[src/rtl/hazard_forward_ctrl.sv]
// Data-hazard unit for the in-order pipeline. It compares ID-stage sources against
// EX/MEM destinations and drives the forwarding selects, stall controls and load-use FSM.
module hazard_forward_ctrl #(
    parameter int REG_ADDR_W = 5,
    parameter int NUM_SRC    = 2,
    parameter int LOAD_LAT   = 1,
    parameter int CNT_W      = 16
) (
    input  logic                          clk,
    input  logic                          reset,
    input  logic [NUM_SRC*REG_ADDR_W-1:0] id_rs,
    input  logic [NUM_SRC-1:0]            id_rs_used,
    input  logic [REG_ADDR_W-1:0]         ex_rd,
    input  logic                          ex_reg_write,
    input  logic                          ex_mem_read,
    input  logic [REG_ADDR_W-1:0]         mem_rd,
    input  logic                          mem_reg_write,
    input  logic                          flush,
    output logic [2*NUM_SRC-1:0]          fwd_sel,
    output logic                          pc_stall,
    output logic                          ifid_stall,
    output logic                          idex_bubble,
    output logic [CNT_W-1:0]              stall_cnt
);

    localparam int LCNT_W = 4;

    typedef enum logic [0:0] {
        S_IDLE = 1'b0,
        S_WAIT = 1'b1
    } state_t;

    state_t              state_q, state_d;
    logic [LCNT_W-1:0]   lcnt_q, lcnt_d;
    logic [2*NUM_SRC-1:0] fwd_sel_q, fwd_sel_d;
    logic [CNT_W-1:0]    stall_cnt_q, stall_cnt_d;

    logic [NUM_SRC-1:0]  match_ex;
    logic [NUM_SRC-1:0]  match_mem;
    logic                luh;
    logic                stall;

    // x0 is hard-wired zero, so a write to it never produces a hazard.
    always_comb begin
        match_ex  = '0;
        match_mem = '0;
        for (int i = 0; i < NUM_SRC; i++) begin
            match_ex[i]  = id_rs_used[i] && ex_reg_write && (ex_rd != '0) &&
                           (id_rs[i*REG_ADDR_W +: REG_ADDR_W] == ex_rd);
            match_mem[i] = id_rs_used[i] && mem_reg_write && (mem_rd != '0) &&
                           (id_rs[i*REG_ADDR_W +: REG_ADDR_W] == mem_rd);
        end
    end

    assign luh = ex_mem_read && (|match_ex);

    // The IDLE cycle supplies the first stall; WAIT covers the remaining LOAD_LAT-1.
    always_comb begin
        state_d = state_q;
        lcnt_d  = lcnt_q;
        stall   = 1'b0;
        unique case (state_q)
            S_IDLE: begin
                if (luh && !flush) begin
                    stall = 1'b1;
                    if (LOAD_LAT > 1) begin
                        state_d = S_WAIT;
                        lcnt_d  = LCNT_W'(LOAD_LAT - 1);
                    end
                end
            end
            S_WAIT: begin
                if (flush) begin
                    state_d = S_IDLE;
                    lcnt_d  = '0;
                end else begin
                    stall  = 1'b1;
                    lcnt_d = lcnt_q - LCNT_W'(1);
                    if (lcnt_q <= LCNT_W'(1)) begin
                        state_d = S_IDLE;
                        lcnt_d  = '0;
                    end
                end
            end
            default: begin
                state_d = S_IDLE;
                lcnt_d  = '0;
            end
        endcase
        if (!reset) begin
            stall = 1'b0;
        end
    end

    // A stalled or flushed cycle sends a bubble into EX, which needs no forwarding.
    always_comb begin
        fwd_sel_d = '0;
        for (int i = 0; i < NUM_SRC; i++) begin
            if (flush || stall) begin
                fwd_sel_d[2*i +: 2] = 2'b00;
            end else if (match_ex[i] && !ex_mem_read) begin
                fwd_sel_d[2*i +: 2] = 2'b01;
            end else if (match_mem[i]) begin
                fwd_sel_d[2*i +: 2] = 2'b10;
            end else begin
                fwd_sel_d[2*i +: 2] = 2'b00;
            end
        end
    end

    always_comb begin
        stall_cnt_d = stall_cnt_q;
        if (stall && (stall_cnt_q != '1)) begin
            stall_cnt_d = stall_cnt_q + CNT_W'(1);
        end
    end

    always_ff @(posedge clk or negedge reset) begin
        if (!reset) begin
            state_q     <= S_IDLE;
            lcnt_q      <= '0;
            fwd_sel_q   <= '0;
            stall_cnt_q <= '0;
        end else begin
            state_q     <= state_d;
            lcnt_q      <= lcnt_d;
            fwd_sel_q   <= fwd_sel_d;
            stall_cnt_q <= stall_cnt_d;
        end
    end

    assign fwd_sel     = fwd_sel_q;
    assign pc_stall    = stall;
    assign ifid_stall  = stall;
    assign idex_bubble = stall;
    assign stall_cnt   = stall_cnt_q;

endmodule

[config.mk]
export PLATFORM = sky130hd
export DESIGN_NAME = hazard_forward_ctrl
export DESIGN_NICKNAME = d
export VERILOG_FILES = /design/src/rtl/hazard_forward_ctrl.sv
export SDC_FILE = /design/constraint.sdc
export NUM_CORES = 1
export LEC_CHECK = 0
export BUFFER_PORTS_ARGS = -buffer_cell sky130_fd_sc_hd__buf_2
export CORE_ASPECT_RATIO = 1.1
export CORE_MARGIN = 3
export CORE_UTILIZATION = 49
export CTS_CLUSTER_DIAMETER = 120
export DETAILED_ROUTE_END_ITERATION = 10
export PLACE_DENSITY_LB_ADDON = 0.08
export SETUP_SLACK_MARGIN = 0.02
export SLEW_MARGIN = 20
export SYNTH_ARGS = -nofsm -noshare
export SYNTH_HDL_FRONTEND = slang
export SYNTH_SLANG_ARGS = --single-unit
[constraint.sdc]
create_clock -name clk -period 3.5 [get_ports clk]
set_clock_uncertainty 0.1 [all_clocks]
set_input_delay 1.05 -clock clk [delete_from_list [all_inputs] [get_ports clk]]
set_output_delay 1.05 -clock clk [all_outputs]
set_load 0.01 [all_outputs]
==> results.yml <==
outcome:
  status: "finished, violations left"
  violations: "negative setup slack"
pwr:
  switching_share: 0.258
  p_per_area_mw_per_mm2: 257
  p_leak_nw: 1.03
  comb_power_share: 0.167
  switchingPower_mw: 0.132
  pwr-share-clk: 0.258
  ir_worst_vdd_v: 0.000307
  seqPwrFrac: 0.575
  internal-power_mw: 0.379
clocking:
  clk_pin_slew_ns: 0.12
  cts_buffers: 3
  cts_tree: "yes"
  cts_sinks: 25
  cts_buffer_depth: 2
  ctsHoldBuffers: 0
  h-tree-depth: 1
  clock_latency_ns: 0.33
  ctsRootBufferMaster: "clkbuf_4"
global_route:
  grt_overflow_total: 0
  grt_max_degree: 16
  grt_pass1_wl_um: 5920
  antenna_found_initial: 0
  track_usage: 0.203
  grt_pass1_vias: 1347
sta:
  finalCriticalPeriod_ns: 3.61
  slew_headroom: 0.414
  fmax_ghz: 0.277
  hold_viol: 0
  min_period_over_period: 1.03
  tns_ns: -0.335
  report.final.slew_viol_count: 0
  finalSetupViolCount: 3
  setup_slack_ns: -0.114
  worstMarginPinSlew_ns: 0.867
  rsz0062_at_grt: "true"
synth:
  netlist_instances: 145
  synth_area_per_cell_sq_um: 9.96
  yosys-top-cells-count: "xor2_1, dfrtp_1, nand2_1"
  ys_async_sr_fraction: 1.00
  yosysTopAreaCellShare: 0.433
  syn_area_sq_mm: 0.00144
  synthFlopType: "dfrtp_1"
  yosysWarnings: 0
  synthTopCellsByArea: "dfrtp_1, xor2_1, xnor2_1, nand2_1, nand3_1"
  synth_top_area_cell: "dfrtp_1"
  synth_fp_nets: 176
  synth-seq-area-share: 0.433
  yosys_register_bits: 25
  synth_edf_count: 0
  synth_cell_types: 30
  yosys.cell_count.top_type: "xor2_1"
setup_path:
  critical-path-slowest-cell: "a211o_1"
  crit_path_end_kind: "output port"
  crit_fanout: 3
  path_cells: "buf_8, xor2_2, nor4_2, nand3_1, a211o_1, and2_4, nor2_4, buf_6"
  cp.arrival_ns: 2.46
  critical_path_class: "input pin to output port"
  cp-start-kind: "input pin"
  cpPeakStageDelay_ns: 0.32
  crit_required_ns: 2.35
cells_and_area:
  syn_to_final_growth_pct: 37.5
  drive_above_1_share: 0.400
  nets: 247
  utilization: 0.708
  fill_cells: 225
  num_antenna_cells: 0
  seqCellArea_sq_um: 626
  fin_cells: 248
  multi_input_area_sq_um: 803
placed_design:
  io_buffers: 50
  dp.final_hpwl_um: 2650
  gp_congestion: 0.793
  dp_cells: 241
routing:
  wl_um: 3410
  drt_iter0_drc: 23
  drc: 0
  vias: 1286
  dr.pass1.iters: 4
  via_per_inst: 5.19
  drtAntennaViolNets: 0
  wire_per_inst_um: 13.8
min_path:
  worstHoldPathType: "flop to flop"
run:
  maxCapViolations: 0
die:
  row_count: 20
  io_pins: 51
  core_sq_mm: 0.00280
  dieHeight_um: 62.9
  die_area_sq_mm: 0.00363
  die_w_um: 57.8
  start_util: 0.515
==> state kept, by name, summed over array words and instances (netlist names) <==
signal,count
state_q,1
lcnt_q,4
stall_cnt,16
fwd_sel,4
==> worst max-delay path: cells and delay by family <==
| family | cells | cell delay (ns) |
|---|---|---|
| buffers and inverters | 2 | 0.22 |
| AO/OA/AOI/OAI | 1 | 0.32 |
| XOR/XNOR | 1 | 0.16 |
| AND/OR/NAND/NOR | 4 | 0.70 |
==> layout by cell type (no fill, tap or decap), types with 2 or more instances in the layout <==
cell type,n
buf_2,40
and2_1,2
inv_1,7
nor2_1,9
nand2_1,13
xnor2_1,7
dfrtp_1,25
xor2_1,25
nand3_1,9
o22ai_1,2
a211o_1,2
nor4_1,4
or4_1,2
nor3_1,8
ha_1,3
mux2_2,2
buf_4,19
nor4_2,4
clkbuf_4,3
o21ai_0,2
buf_6,9
xor2_2,2
==> path summary, 6_finish.rpt <==
path	start	end	slack, ns	depth (start not counted)
worst min-delay path	stall_cnt[6]$_DFFE_PN0P_	stall_cnt[6]$_DFFE_PN0P_	0.40	1
worst min register to register	stall_cnt[6]$_DFFE_PN0P_	stall_cnt[6]$_DFFE_PN0P_	0.40	1
max in group asynchronous	reset	stall_cnt[10]$_DFFE_PN0P_	2.53	2
worst max register to register	stall_cnt[8]$_DFFE_PN0P_	stall_cnt[3]$_DFFE_PN0P_	1.19	8
min in group asynchronous	reset	fwd_sel[2]$_DFF_PN0_	0.55	2
worst max-delay path	id_rs[2]	pc_stall	-0.11	8
==> power groups by stage <==
stage,Combinational (mW),Clock (mW),Sequential (mW)
after global placement,0.0712,0,0.299
after floorplan,0.0232,0,0.300
after detailed placement,0.0742,0,0.299
after CTS,0.0775,0.138,0.294
final,0.0854,0.132,0.294
after global routing,0.0938,0.152,0.294
==> logic make-up (layout without fill, tap and decap cells) <==
family / count (synthesis) / count (layout) / share of synthesized area
flip-flops: 25 / 25 / 0.433
AND/OR/NAND/NOR: 59 / 59 / 0.221
XOR/XNOR: 34 / 34 / 0.206
adder cells (fa/ha/maj): 3 / 3 / 0.0260
AO/OA/AOI/OAI: 10 / 10 / 0.0468
multiplexers: 4 / 4 / 0.0303
buffers and inverters: 10 / 80 / 0.0364
==> metal layers <==
metal,wire (um),up-vias,part of all wire,GRT usage
li1,-,641,-,-
met1,1400,603,0.41,0.256
met2,1810,40,0.53,0.349
met3,194,2,0.057,0.0331
met4,14,0,0.0041,0.0609
met5,0,-,0,0
==> layout make-up <==
cell class | count | share of cell area
Sequential cell | 25 | 0.315
Inverter | 7 | 0.0132
Tap cell | 33 | 0.0208
Clock inverter | 1 | 0.00378
Clock buffer | 3 | 0.0113
Multi-Input combinational cell | 110 | 0.405
Timing Repair Buffer | 69 | 0.231
==> through the flow <==
step | setup WS (ns) | area, sq um | hold slack (ns) | power, mW
after floorplan | 0.0259 | 1450 | 0.374 | 0.324
after global placement | -0.165 | 1840 | 0.374 | 0.371
after detailed placement | -0.168 | 1840 | 0.381 | 0.374
after CTS | -0.158 | 1920 | 0.403 | 0.509
after global routing | -0.214 | 1990 | 0.436 | 0.540
final | -0.114 | 1990 | 0.398 | 0.511
==> repair_timing <==
action,in CTS,in global routing
resized for setup,7,13
pin swaps,8,8
buffers inserted,2,1
gates cloned,0,0
endpoints found under the setup margin,3,3
hold endpoints to repair,0,0
Note: power is estimated with default switching activity, not from simulation.
